### config.mk
export PLATFORM = sky130hd
export DESIGN_NAME = we_host_seq
export DESIGN_NICKNAME = d
export VERILOG_FILES = /design/src/rtl/we_host_seq.sv
export SDC_FILE = /design/constraint.sdc
export NUM_CORES = 1
export LEC_CHECK = 0
export CAP_MARGIN = 20
export CORE_MARGIN = 4
export CORE_UTILIZATION = 56
export DETAILED_ROUTE_END_ITERATION = 8
export GPL_ROUTABILITY_DRIVEN = 0
export PLACE_DENSITY = 0.86
export SETUP_SLACK_MARGIN = 0.05
export SYNTH_ARGS = -nofsm -noshare
export SYNTH_HDL_FRONTEND = slang
export SYNTH_SLANG_ARGS = --single-unit
### constraint.sdc
create_clock -name clk -period 7.6 [get_ports clk]
set_clock_uncertainty 0.2 [all_clocks]
set_input_delay 1.9 -clock clk [delete_from_list [all_inputs] [get_ports clk]]
set_output_delay 1.9 -clock clk [all_outputs]
set_load 0.03 [all_outputs]
### src/rtl/we_host_seq.sv
// Host command sequencer for WETOP: turns a 32-bit command stream into register-load
// strobes and trigger pulses, waits for completion, and returns readback/status words.
module we_host_seq #(
    parameter int unsigned TIMEOUT = 100000,
    parameter int unsigned RD_LAT  = 1
) (
    input  logic        clk,
    input  logic        rst,
    input  logic        cmd_valid,
    output logic        cmd_ready,
    input  logic [2:0]  cmd_op,
    input  logic [31:0] cmd_data,
    output logic        rsp_valid,
    input  logic        rsp_ready,
    output logic [31:0] rsp_data,
    output logic        rsp_err,
    output logic        busy,
    output logic [31:0] spi_config_msb,
    output logic [31:0] spi_config_lsb,
    output logic        spi_config_wr,
    output logic [31:0] spi_wav,
    output logic        spi_wav_wr,
    output logic        trigger_config,
    output logic        trigger_task,
    output logic        spi_out_rd,
    output logic        adc_out_rd,
    input  logic        done_spi,
    input  logic        done_task,
    input  logic [31:0] data_out_spi_msb,
    input  logic [31:0] data_out_spi_lsb,
    input  logic [31:0] data_out_adc
);

    localparam logic [2:0] OP_CFG_MSB   = 3'd0;
    localparam logic [2:0] OP_CFG_LSB   = 3'd1;
    localparam logic [2:0] OP_WAV       = 3'd2;
    localparam logic [2:0] OP_TRIG_CFG  = 3'd3;
    localparam logic [2:0] OP_TRIG_TASK = 3'd4;
    localparam logic [2:0] OP_RD_SPI    = 3'd5;
    localparam logic [2:0] OP_RD_ADC    = 3'd6;

    localparam logic [2:0] ST_IDLE      = 3'd0;
    localparam logic [2:0] ST_LOAD      = 3'd1;
    localparam logic [2:0] ST_STROBE    = 3'd2;
    localparam logic [2:0] ST_WAIT_DONE = 3'd3;
    localparam logic [2:0] ST_RD_PULSE  = 3'd4;
    localparam logic [2:0] ST_RD_WAIT   = 3'd5;
    localparam logic [2:0] ST_RSP       = 3'd6;

    localparam logic [31:0] TIMEOUT_LAST = 32'(TIMEOUT - 1);
    localparam logic [31:0] RD_LAT_LAST  = 32'(RD_LAT - 1);

    logic [2:0]  state_q, state_d;
    logic [2:0]  op_q, op_d;
    logic        step_q, step_d;
    logic [31:0] cnt_q, cnt_d;
    logic [15:0] remaining_q, remaining_d;
    logic [31:0] payload_q, payload_d;
    logic [31:0] msb_stage_q, msb_stage_d;
    logic [31:0] cfg_msb_q, cfg_msb_d;
    logic [31:0] cfg_lsb_q, cfg_lsb_d;
    logic [31:0] wav_q, wav_d;
    logic [31:0] lsb_hold_q, lsb_hold_d;
    logic [31:0] rsp_data_q, rsp_data_d;
    logic        rsp_err_q, rsp_err_d;
    logic        rsp_valid_q, rsp_valid_d;
    logic        cmd_ready_q, cmd_ready_d;
    logic        cfg_wr_q, cfg_wr_d;
    logic        wav_wr_q, wav_wr_d;
    logic        trig_cfg_q, trig_cfg_d;
    logic        trig_task_q, trig_task_d;
    logic        spi_rd_q, spi_rd_d;
    logic        adc_rd_q, adc_rd_d;
    logic        done_spi_q, done_spi_prev_q;
    logic        done_task_q, done_task_prev_q;

    logic cmd_accept;
    logic done_rise;

    assign cmd_accept = cmd_valid && cmd_ready_q;
    // The first WAIT_DONE cycle is skipped (cnt_q == 0) so the baseline level is the
    // one sampled while WETOP sees the trigger; a level already high never counts.
    assign done_rise  = (op_q == OP_TRIG_CFG) ? (done_spi_q && !done_spi_prev_q)
                                              : (done_task_q && !done_task_prev_q);

    always_comb begin
        // NOTE: every next-state value gets a default first so no latch is inferred.
        state_d     = state_q;
        op_d        = op_q;
        step_d      = step_q;
        cnt_d       = cnt_q;
        remaining_d = remaining_q;
        payload_d   = payload_q;
        msb_stage_d = msb_stage_q;
        cfg_msb_d   = cfg_msb_q;
        cfg_lsb_d   = cfg_lsb_q;
        wav_d       = wav_q;
        lsb_hold_d  = lsb_hold_q;
        rsp_data_d  = rsp_data_q;
        rsp_err_d   = rsp_err_q;
        rsp_valid_d = rsp_valid_q;
        cfg_wr_d    = 1'b0;
        wav_wr_d    = 1'b0;
        trig_cfg_d  = 1'b0;
        trig_task_d = 1'b0;
        spi_rd_d    = 1'b0;
        adc_rd_d    = 1'b0;

        case (state_q)
            ST_IDLE: begin
                if (cmd_accept) begin
                    op_d      = cmd_op;
                    payload_d = cmd_data;
                    step_d    = 1'b0;
                    case (cmd_op)
                        OP_CFG_MSB:               msb_stage_d = cmd_data;
                        OP_CFG_LSB, OP_WAV:       state_d = ST_LOAD;
                        OP_TRIG_CFG, OP_TRIG_TASK: state_d = ST_STROBE;
                        OP_RD_SPI:                state_d = ST_RD_PULSE;
                        OP_RD_ADC: begin
                            state_d     = ST_RD_PULSE;
                            remaining_d = (cmd_data[15:0] == 16'd0) ? 16'd1 : cmd_data[15:0];
                        end
                        default: begin
                            state_d    = ST_RSP;
                            rsp_data_d = 32'hBAD0_0007;
                            rsp_err_d  = 1'b1;
                        end
                    endcase
                end
            end
            ST_LOAD: begin
                state_d = ST_STROBE;
                if (op_q == OP_CFG_LSB) begin
                    cfg_msb_d = msb_stage_q;
                    cfg_lsb_d = payload_q;
                end else begin
                    wav_d = payload_q;
                end
            end
            ST_STROBE: begin
                if (!step_q) begin
                    step_d = 1'b1;
                    case (op_q)
                        OP_CFG_LSB:  cfg_wr_d    = 1'b1;
                        OP_WAV:      wav_wr_d    = 1'b1;
                        OP_TRIG_CFG: trig_cfg_d  = 1'b1;
                        default:     trig_task_d = 1'b1;
                    endcase
                end else begin
                    step_d = 1'b0;
                    if (op_q == OP_TRIG_CFG || op_q == OP_TRIG_TASK) begin
                        state_d = ST_WAIT_DONE;
                        cnt_d   = '0;
                    end else begin
                        state_d = ST_IDLE;
                    end
                end
            end
            ST_WAIT_DONE: begin
                if (cnt_q != 32'd0 && done_rise) begin
                    state_d    = ST_RSP;
                    rsp_data_d = {29'd0, op_q};
                    rsp_err_d  = 1'b0;
                end else if (cnt_q == TIMEOUT_LAST) begin
                    state_d    = ST_RSP;
                    rsp_data_d = {16'hDEAD, 13'd0, op_q};
                    rsp_err_d  = 1'b1;
                end else begin
                    cnt_d = cnt_q + 32'd1;
                end
            end
            ST_RD_PULSE: begin
                state_d = ST_RD_WAIT;
                cnt_d   = '0;
                if (op_q == OP_RD_SPI) spi_rd_d = 1'b1;
                else                   adc_rd_d = 1'b1;
            end
            ST_RD_WAIT: begin
                if (cnt_q == RD_LAT_LAST) begin
                    state_d   = ST_RSP;
                    step_d    = 1'b0;
                    rsp_err_d = 1'b0;
                    if (op_q == OP_RD_SPI) begin
                        rsp_data_d = data_out_spi_msb;
                        lsb_hold_d = data_out_spi_lsb;
                    end else begin
                        rsp_data_d = data_out_adc;
                    end
                end else begin
                    cnt_d = cnt_q + 32'd1;
                end
            end
            ST_RSP: begin
                if (!rsp_valid_q) begin
                    rsp_valid_d = 1'b1;
                end else if (rsp_ready) begin
                    rsp_valid_d = 1'b0;
                    if (op_q == OP_RD_SPI && !step_q) begin
                        step_d     = 1'b1;
                        rsp_data_d = lsb_hold_q;
                    end else if (op_q == OP_RD_ADC && remaining_q > 16'd1) begin
                        remaining_d = remaining_q - 16'd1;
                        state_d     = ST_RD_PULSE;
                    end else begin
                        state_d = ST_IDLE;
                    end
                end
            end
            default: state_d = ST_IDLE;
        endcase

        cmd_ready_d = (state_d == ST_IDLE);
    end

    // NOTE: sequential state uses non-blocking assignments only.
    always_ff @(posedge clk or negedge rst) begin
        if (!rst) begin
            state_q          <= ST_IDLE;
            op_q             <= '0;
            step_q           <= 1'b0;
            cnt_q            <= '0;
            remaining_q      <= '0;
            payload_q        <= '0;
            msb_stage_q      <= '0;
            cfg_msb_q        <= '0;
            cfg_lsb_q        <= '0;
            wav_q            <= '0;
            lsb_hold_q       <= '0;
            rsp_data_q       <= '0;
            rsp_err_q        <= 1'b0;
            rsp_valid_q      <= 1'b0;
            cmd_ready_q      <= 1'b0;
            cfg_wr_q         <= 1'b0;
            wav_wr_q         <= 1'b0;
            trig_cfg_q       <= 1'b0;
            trig_task_q      <= 1'b0;
            spi_rd_q         <= 1'b0;
            adc_rd_q         <= 1'b0;
            done_spi_q       <= 1'b0;
            done_spi_prev_q  <= 1'b0;
            done_task_q      <= 1'b0;
            done_task_prev_q <= 1'b0;
        end else begin
            state_q          <= state_d;
            op_q             <= op_d;
            step_q           <= step_d;
            cnt_q            <= cnt_d;
            remaining_q      <= remaining_d;
            payload_q        <= payload_d;
            msb_stage_q      <= msb_stage_d;
            cfg_msb_q        <= cfg_msb_d;
            cfg_lsb_q        <= cfg_lsb_d;
            wav_q            <= wav_d;
            lsb_hold_q       <= lsb_hold_d;
            rsp_data_q       <= rsp_data_d;
            rsp_err_q        <= rsp_err_d;
            rsp_valid_q      <= rsp_valid_d;
            cmd_ready_q      <= cmd_ready_d;
            cfg_wr_q         <= cfg_wr_d;
            wav_wr_q         <= wav_wr_d;
            trig_cfg_q       <= trig_cfg_d;
            trig_task_q      <= trig_task_d;
            spi_rd_q         <= spi_rd_d;
            adc_rd_q         <= adc_rd_d;
            done_spi_q       <= done_spi;
            done_spi_prev_q  <= done_spi_q;
            done_task_q      <= done_task;
            done_task_prev_q <= done_task_q;
        end
    end

    assign cmd_ready      = cmd_ready_q;
    assign busy           = (state_q != ST_IDLE);
    assign rsp_valid      = rsp_valid_q;
    assign rsp_data       = rsp_data_q;
    assign rsp_err        = rsp_err_q;
    assign spi_config_msb = cfg_msb_q;
    assign spi_config_lsb = cfg_lsb_q;
    assign spi_config_wr  = cfg_wr_q;
    assign spi_wav        = wav_q;
    assign spi_wav_wr     = wav_wr_q;
    assign trigger_config = trig_cfg_q;
    assign trigger_task   = trig_task_q;
    assign spi_out_rd     = spi_rd_q;
    assign adc_out_rd     = adc_rd_q;

endmodule

Word level (Yosys, flattened, before mapping):

Cells that the tools add are included.

* register bits after elaboration: 292

* add/sub/neg operators: 2
* magnitude comparators: 1
* eq/ne operators: 34
* muxes and demuxes: 67
* bitwise gates (word level): 1
* reductions and logical operators: 37

Operators with widths (count)
* two-way mux 32 bit: 14
* one-hot mux 32 bit (4 select lines): 2
* two-way mux 16 bit: 7
* adder 32 x 1 -> 32 bit, second input constant: 1
* equality test 32 x 17 -> 1 bit, second input constant: 1
* logical NOT 32 bit: 1
* one-hot mux 16 bit (2 select lines): 1
* nonzero test 32 bit: 1
* two-way mux 1 bit: 29
* equality test 3 bit, second input constant: 9
* two-way mux 3 bit: 9
* != test 2 bit, second input constant: 13
* one-hot mux 3 bit (7 select lines): 1
* equality test 3 x 2 -> 1 bit, second input constant: 6
* > comparator 16 x 1 -> 1 bit, second input constant: 1
* logical NOT 16 bit: 1
* subtractor 16 x 1 -> 16 bit, second input constant: 1
* one-hot mux 3 bit (4 select lines): 1
* AND reduction 6 bit: 2
* nonzero test 4 bit: 3
* equality test 3 x 1 -> 1 bit, second input constant: 3
* logical NOT 3 bit: 3
* AND reduction 8 bit: 1
* AND reduction 7 bit: 1
* other kinds (17): 30

Longest topological paths before layout:

Gate-level depths: netlist of the first run.

* depth after elaboration: 8
* mapped depth: 9

Worst setup path after synthesis of the first run:

No wires, ideal clock.

* kind: input -> register
* start point: input cmd_op[1]
* end point: register msb_stage_q[10]
* library setup time: 0.125 ns
* arrival time: 3.235 ns
* data required time: 7.275 ns
* setup slack: 4.040 ns
* cell stages on the path: 4
* buffers on the path: 2
* path through: clkbuf_1 > nor4_1 > buf_2 > mux2_2

* word-level cells in the longest chain between the ends: 2

RTL lines
* from (decl): RTL line 11 `input logic [2:0] cmd_op,`
* logical NOT 3 bit: RTL line 115 `case (cmd_op)`
* AND reduction 3 bit (no source line)
* to (signal assigned): RTL line 251 `msb_stage_q <= msb_stage_d;`
* to (decl): RTL line 59 `logic [31:0] msb_stage_q, msb_stage_d;`

No other way between the ends.
A chain may end at the register's enable or synchronous reset.

Worst setup path in the final report of the first run:

* start point: register state_q[0]
* end point: output busy

* word-level cells in the longest chain between the ends: 1

RTL lines
* from (decl): RTL line 53 `logic [2:0] state_q, state_d;`
* from (signal assigned): RTL line 245 `state_q <= state_d;`
* nonzero test 3 bit: RTL line 274 `assign busy = (state_q != ST_IDLE);`
* to (decl): RTL line 17 `output logic busy,`

No other way between the ends.

==> results of run 1 <==
[power groups by stage]
| stage | clock, uW | sequential (uW) | combinational [uW] |
|---|---|---|---|
| after detailed placement | 0 | 2370 | 2230 |
| after CTS | 1610 | 2350 | 2250 |
| after global placement | 0 | 2340 | 2150 |
| final | 1590 | 2360 | 2260 |
| after floorplan | 0 | 2650 | 1070 |
| after global routing | 1680 | 2420 | 2400 |
[kinds of logic (layout without fill, tap and decap cells)]
group | count (synthesis) | after routing | share of synthesized area, %
other cells | 0 | 3 | 0
buf+inv | 80 | 358 | 2.61
xor+xnor | 1 | 1 | 0.0659
fa+ha+maj | 4 | 4 | 0.376
compound gates | 158 | 158 | 7.45
flops | 292 | 292 | 54.9
mux | 249 | 249 | 21.4
simple gates | 372 | 372 | 13.2
[cell type report]
class / count / area [sq um] / area share (%)
Antenna cell: 3 / 7.51 / 0.0431
Clock buffer: 37 / 807 / 4.63
Clock inverter: 19 / 277 / 1.59
Inverter: 12 / 45.0 / 0.258
Multi-Input combinational cell: 784 / 5670 / 32.5
Sequential cell: 292 / 7310 / 41.9
Tap cell: 319 / 399 / 2.29
Timing Repair Buffer: 290 / 2920 / 16.7
[flip-flops by register name, indices dropped and copies added, names as in the netlist, 3 cells and up]
register        count
cnt_q              32
spi_wav            32
state_q             3
spi_config_msb     32
remaining_q        16
payload_q          32
msb_stage_q        32
spi_config_lsb     32
op_q                3
rsp_data           32
lsb_hold_q         32
[worst register-to-register path: stages, from the launching register on]
cell      delay [ns]
dfrtp_1         0.49
nor4_1          0.40
nand4_1         0.40
o31ai_4         0.43
o211ai_2        0.31
nor3_4          0.27
buf_4           0.54
mux2_2          0.41
[per-layer routing]
metal  up-vias  wire (um)
li1       4603          -
met1      5174      14700
met2       445      18400
met3       111       2330
met4         2       1520
met5         -         15
[cells in the mapped netlist (all sizes together) (17+ instances only)]
cell	n	area [sq um]
o21ai	50	250
mux2i	57	571
nor3	21	121
nor2	41	156
nand2b	27	169
mux2	192	2270
dfrtp	292	7310
nand2	199	747
buf	18	115
clkbuf	50	188
nand3	17	85.1
a21oi	42	210
[through the flow]
step | std cells | hold slack [ns] | utilization, % | setup slack, ns | power, uW
final | 1756 | 0.228 | 74.5 | 3.11 | 6220
after global routing | 1756 | 0.231 | 74.5 | 2.99 | 6500
after CTS | 1751 | 0.222 | 74.2 | 3.16 | 6210
after detailed placement | 1695 | 0.203 | 69.6 | 3.20 | 4600
after global placement | 1695 | 0.195 | 69.6 | 3.26 | 4500
after floorplan | 1156 | 0.147 | - | 4.04 | 3720
[worst paths after layout]
path / endpoint / slack (ns) / cells after the start
setup / recovery: busy / 3.11 / 3
hold / removal: done_spi_prev_q$_DFF_PN0_ / 0.23 / 0
setup reg to reg: rsp_data[31]$_DFFE_PN0P_ / 4.03 / 7
hold reg to reg: done_spi_prev_q$_DFF_PN0_ / 0.23 / 0
max in group asynchronous: spi_config_lsb[8]$_DFFE_PN0P_ / 4.94 / 2
min in group asynchronous: lsb_hold_q[24]$_DFFE_PN0P_ / 1.12 / 1
==> impl_metrics.ini, run 1 <==
[synth]
syn_inst = 1156
synth_enable_flop_cells = 0
yosysWarnings = 0
syn-cell-area_sq_mm = 0.0133
synth-seq-cells = 292
synth_cell_types = 64
async_flop_share_pct = 100
yosys_most_used_dff = dfrtp_1
syn-num-nets = 1297
syn_avg_cell_area_sq_um = 11.5
ys_seq_area_share_pct = 54.9

[global_route]
antenna_found_initial = 4
track_usage_pct = 27.3
grtUsageMet1_pct = 36.4
grt_start_max_net_pins = 123
grt_pass1_vias = 10415
use_met2_pct = 45.3
gr-total-overflow = 0
grt_pass1_wl_mm = 57.4
use_met3_pct = 4.59
busiest_layer = met2

[clock_tree]
cts_resized = 0
ctsHoldBuffers = 0
clock_path_buffers = 3
path_clk_slew_ns = 0.06
tritoncts = done
clockRootBuffer = clkbuf_16
cts_setup_buffers = 0
htreeDepth = 1
clk_latency_ns = 0.57
cts.sinks = 292
cts_buffers = 30

[layout]
layout_commonest_cell = dfrtp_1
final_cell_mix = dfrtp_1 (292), clkdlybuf4s50_1 (273), nand2_1 (198)
fillers = 1477
fin_nets = 1551
design_area_sq_mm = 0.0174
area_growth_pct = 31.1
drive_above_1_share_pct = 19.2

[sta]
tns_ns = 0
fmax_mhz = 223
rsz0062_at_grt = no
finalSetupViolations = 0
post-route-period-util_pct = 59.1
final-hold-violation-count = 0
slew_headroom_pct = 26.1
worst_pin_slew_ns = 1.11
maxSlewViolCount = 0
fin_crit_ns = 4.49

[critical_path]
cp_cell_sequence = nor3_1, inv_1, clkdlybuf4s50_1
critPathSlowestCell = clkdlybuf4s50_1
path_class = flop to primary output
startpoint = state_q[0]$_DFF_PN0_
crit_path_end_kind = primary output
worstSetupStartpointType = flop
crit_buf_inv = 2
path_max_fanout = 19
required_ns = 5.50
reg2reg_from = cnt_q[11]$_DFFE_PN0P_
max_stage_delay_ns = 0.75
cp.arrival_ns = 2.39
worst_path_dominant_cell_family = buffers and inverters

[pwr]
clock_power_share_pct = 25.6
power.density_mw_per_mm2 = 357
leakage_uw = 0.00782
peakVddDrop_mv = 0.253
p_switching_uw = 2250
swShare_pct = 36.2
pwr-share-comb_pct = 36.4
seq_power_share_pct = 38.0
internal_power_uw = 3960

[detailed_routing]
ant_nets = 0
routedWlPerCell_um = 21.0
vias_per_cell = 5.89
detail_route.iter0.violations = 840
via_count = 10335
drt-pass1-iter-count = 5
drc = 0
wl_mm = 36.9

[worst_hold_path]
hp-class = flop to flop
min_from = done_spi_q$_DFF_PN0_

[placement]
placed_area_sq_mm = 0.0163
hpwl_mm = 25.1
port_buffers = 274

[floorplan]
core-area_sq_mm = 0.0234
initial_utilization_pct = 56.8
die_h_um = 162
die_x_um = 162
die_area_sq_mm = 0.0263
rows = 56
num_io_pins = 275

[run]
maxCapViolCount = 0

[run_status]
status = finished, final reports clean
Power figures use the tool's default switching activity.
==> run 2, diff against run 1 <==
- CORE_UTILIZATION: 56 -> 52
- PLACE_DENSITY: 0.86 -> 0.81
- clock period: 7.6 -> 4.5 ns (I/O delays scaled with it)
==> run 2 against run 1 <==
Net effect: critical path depth did not move; largest power group unchanged; design area fell by 0.55%; clock power rose by 55%; sequential share of layout area rose by 0.23 points; via count fell by 2.9%; critical endpoint unchanged; die area rose by 7.3%; global-route usage fell by 2.5 points; first-iteration DRC count rose by 11%; hold slack got worse by 0.059 ns; count of clock-buffer cells in the layout rose by 7; sequential power rose by 69%; combinational power rose by 68%.
==> impl_metrics.ini, run 2 (synthesis gave the netlist of run 1 again) <==
[clock_tree]
clk_latency_ns = 0.56
clockRootBuffer = clkbuf_16
cts_resized = 0
cts_setup_buffers = 0
htreeDepth = 1
cts.sinks = 292
cts_buffers = 31
ctsHoldBuffers = 0
tritoncts = done
path_clk_slew_ns = 0.06
clock_path_buffers = 3

[floorplan]
initial_utilization_pct = 52.8
die_h_um = 168
die_area_sq_mm = 0.0282
die_x_um = 168
rows = 58
core-area_sq_mm = 0.0252
num_io_pins = 275

[pwr]
p_total_uw = 10200
power.density_mw_per_mm2 = 591
internal_power_uw = 6500
swShare_pct = 36.5
leakage_uw = 0.00777
peakVddDrop_mv = 0.376
clock_power_share_pct = 24.1
pwr-share-comb_pct = 37.1
p_switching_uw = 3740
seq_power_share_pct = 38.8

[layout]
seq_area_sq_mm = 0.00731
utilization_pct = 68.9
area_growth_pct = 30.4
layout_commonest_cell = dfrtp_1
drive_above_1_share_pct = 19.1
fillers = 1806
layoutNonFillerInstCount = 1766
fin_nets = 1553
multi_input_area_sq_mm = 0.00568
final_cell_mix = dfrtp_1 (292), clkdlybuf4s50_1 (273), nand2_1 (198)

[global_route]
antenna_found_initial = 3
track_usage_pct = 24.7
grt_pass1_wl_mm = 56.8
gr-total-overflow = 0
grt_start_max_net_pins = 103
grt_pass1_vias = 10319

[detailed_routing]
wl_mm = 35.7
via_count = 10034
vias_per_cell = 5.68
routedWlPerCell_um = 20.2
ant_nets = 0
drc = 0
drt-pass1-iter-count = 6
detail_route.iter0.violations = 935

[critical_path]
cp.arrival_ns = 2.42
worstSetupStartpointType = flop
crit_path_end_kind = primary output
crit_buf_inv = 2
worst_path_dominant_cell_family = buffers and inverters
path_class = flop to primary output
required_ns = 3.17
critPathSlowestCell = clkdlybuf4s50_1
cp_cell_sequence = nor3_1, inv_1, clkdlybuf4s50_1
max_stage_delay_ns = 0.68
path_max_fanout = 16

[sta]
maxSlewViolCount = 0
post-route-period-util_pct = 83.1
finalSetupViolations = 0
rsz0062_at_grt = no
final-hold-violation-count = 0
fin_crit_ns = 3.74
worst_pin_slew_ns = 1.01
slew_headroom_pct = 32.9
tns_ns = 0
fmax_mhz = 267

[run]
maxCapViolCount = 0

[run_status]
status = finished, final reports clean

[worst_hold_path]
hp-class = flop to flop

[placement]
hpwl_mm = 24.6
port_buffers = 274
placed_cells = 1709
## run 2: metrics by stage
stage                     cell area, sq um  hold slack (ns)  worst slack (ns)
after floorplan                      13300            0.147              1.72
after global placement               16300            0.154             0.889
after detailed placement             16300            0.160             0.858
after CTS                            17300            0.172             0.760
after global routing                 17300            0.185             0.577
final                                17300            0.169             0.758
## run 2: path summary, 6_finish.rpt
kind / from / end / slack (ns) / depth (start not counted)
max in group asynchronous: rst / spi_wav[26]$_DFFE_PN0P_ / 2.77 / 2
min: done_task_q$_DFF_PN0_ / done_task_prev_q$_DFF_PN0_ / 0.17 / 0
min reg2reg: done_task_q$_DFF_PN0_ / done_task_prev_q$_DFF_PN0_ / 0.17 / 0
min in group asynchronous: rst / lsb_hold_q[21]$_DFFE_PN0P_ / 0.41 / 1
max reg2reg: cnt_q[23]$_DFFE_PN0P_ / rsp_data[0]$_DFFE_PN0P_ / 1.22 / 7
max: state_q[1]$_DFF_PN0_ / busy / 0.76 / 3
## run 2: area by class of cell
class	instances	area share, %
flip-flops and latches	292	42.1
multi-input cells	784	32.8
repair buffers	291	16.7
clock buffers	44	5.10
well taps	330	2.38
clock inverters	11	0.613
inverters	12	0.260
diodes	2	0.0289
## run 2: power groups by stage
stage          Clock [uW]  Combinational (uW)  Sequential [uW]
2_1_floorplan           0                1810             4480
3_3_place_gp            0                3670             3950
3_5_place_dp            0                3790             3990
4_1_cts              2500                3820             3970
5_1_grt              2610                4060             4080
6_report             2470                3800             3980
## run 2: layer usage
layer	GRT usage, %	share of wire (%)	routed length [um]	vias to the layer above
met3	4.06	5.6	2000	68
met5	0	0.031	11	-
met2	41.9	50	17800	300
met4	6.21	2.7	961	2
li1	-	-	-	4615
met1	33.6	42	14900	5049
==> run 3, diff against run 2 <==
- clock period: 4.5 -> 3.7 ns (I/O delays scaled with it)
==> run 3 against run 2 <==
Net effect: critical path depth unchanged; via count is 0.15% higher; register-to-register slack got worse by 0.59 ns; power grew 21%; non-clock buffer count is 9 higher; clock power increased by 18%; routed wire length fell by 0.58%; critical path type unchanged; critical endpoint unchanged; largest cell class unchanged.
==> impl_metrics.ini, run 3 (synthesis gave the netlist of run 1 again) <==
[detailed_routing]
drc = 0
via_count = 10049
ant_nets = 0
wl_mm = 35.5
routedWlPerCell_um = 20.0
drt-pass1-iter-count = 5
vias_per_cell = 5.67
detail_route.iter0.violations = 952

[clock_tree]
clockRootBuffer = clkbuf_16
clk_latency_ns = 0.55
cts.sinks = 292
path_clk_slew_ns = 0.06
cts_buffers = 30
cts_resized = 0
cts_setup_buffers = 0
clock_path_buffers = 3
ctsHoldBuffers = 0
htreeDepth = 1
tritoncts = done

[sta]
slew_headroom_pct = 34.8
final-hold-violation-count = 0
whs_ns = 0.188
rsz0062_at_grt = no
fin_ws_ns = 0.217
fmax_mhz = 287
worst_pin_slew_ns = 0.977
post-route-period-util_pct = 94.1
maxSlewViolCount = 0
finalSetupViolations = 0
fin_crit_ns = 3.48
tns_ns = 0

[placement]
hpwl_mm = 25.1
dp_worst_setup_slack_ns = 0.487
port_buffers = 274

[layout]
layout_commonest_cell = dfrtp_1
area_growth_pct = 31.0
final_cell_mix = dfrtp_1 (292), clkdlybuf4s50_1 (273), nand2_1 (198)
fin_nets = 1561
drive_above_1_share_pct = 19.4

[global_route]
grt_pass1_wl_mm = 56.8
antenna_found_initial = 4
grt_start_max_net_pins = 88
gr-total-overflow = 0
track_usage_pct = 24.7
grt_pass1_vias = 10204

[floorplan]
core-area_sq_mm = 0.0252
num_io_pins = 275
die_area_sq_mm = 0.0282
rows = 58
initial_utilization_pct = 52.8
die_h_um = 168
die_x_um = 168

[critical_path]
ff2ff_path_depth = 7
cp_cell_sequence = nor3_1, inv_1, clkdlybuf4s50_1
path_max_fanout = 19
reg2reg_from = cnt_q[17]$_DFFE_PN0P_
cp.arrival_ns = 2.36
required_ns = 2.57
r2r_slack_ns = 0.63
worstSetupStartpointType = flop
path_class = flop to primary output
critPathSlowestCell = clkdlybuf4s50_1
max_stage_delay_ns = 0.68
crit_path_end_kind = primary output
reg2reg_to = rsp_data[31]$_DFFE_PN0P_

[worst_hold_path]
hp-class = primary input to async pin

[pwr]
peakVddDrop_mv = 0.607
power.density_mw_per_mm2 = 710
leakage_uw = 0.00781

[run_status]
status = finished, final reports clean

[run]
maxCapViolCount = 0
==> run 3: worst max-delay path, delay by kind of cell (launching register included) <==
| kind | cells | cell delay [ns] |
|---|---|---|
| buffers and inverters | 2 | 0.85 |
| AND/OR/NAND/NOR | 1 | 0.39 |
| flip-flops | 1 | 0.58 |
==> run 3: layout make-up <==
| cell class | instances | area (sq um) |
|---|---|---|
| antenna | 3 | 7.51 |
| clock buffer | 45 | 877 |
| clock inverter | 7 | 77.6 |
| fill | 1749 | 7760 |
| inverter | 12 | 45.0 |
| multi-input combinational | 784 | 5680 |
| sequential | 292 | 7310 |
| tap | 330 | 413 |
| timing repair buffer | 300 | 3020 |
==> run 3: per-stage QoR <==
step           utilization (%)  power [uW]  instances  area, sq um
4_1_cts                   69.2       12400       1770        17400
5_1_grt                   69.2       13000       1773        17400
3_5_place_dp              65.4        9490       1718        16500
6_report                  69.2       12400       1773        17400
3_3_place_gp              65.4        9300       1718        16500
2_1_floorplan                -        7640       1156        13300
==> run 3: per-layer routing <==
layer / track usage (%) / share of wire, % / up-vias
li1: - / - / 4626
met1: 34.0 / 42 / 5048
met2: 41.2 / 50 / 315
met3: 3.97 / 5.8 / 58
met4: 6.42 / 2.7 / 2
met5: 0 / 0.031 / -
==> run 3: worst max-delay path by stage <==
stage                          endpoint             startpoint  slack [ns]  cells past startpoint
2_1_floorplan  rsp_data[10]$_DFFE_PN0P_  cnt_q[11]$_DFFE_PN0P_        1.09                      8
3_3_place_gp   rsp_data[31]$_DFFE_PN0P_              cmd_valid        0.51                      7
3_5_place_dp    rsp_data[0]$_DFFE_PN0P_              cmd_valid        0.49                      7
4_1_cts                            busy   state_q[0]$_DFF_PN0_        0.23                      3
5_1_grt                            busy   state_q[0]$_DFF_PN0_        0.07                      3
6_report                           busy   state_q[0]$_DFF_PN0_        0.22                      3
==> run 3: report_power, final <==
group          switching [uW]  internal (uW)  total (uW)  leakage [uW]
Combinational            2570           2090        4660       0.00351
Clock                    1210           1700        2910      0.000467
Sequential                692           4110        4810       0.00383
Total                    4480           7900       12400       0.00781
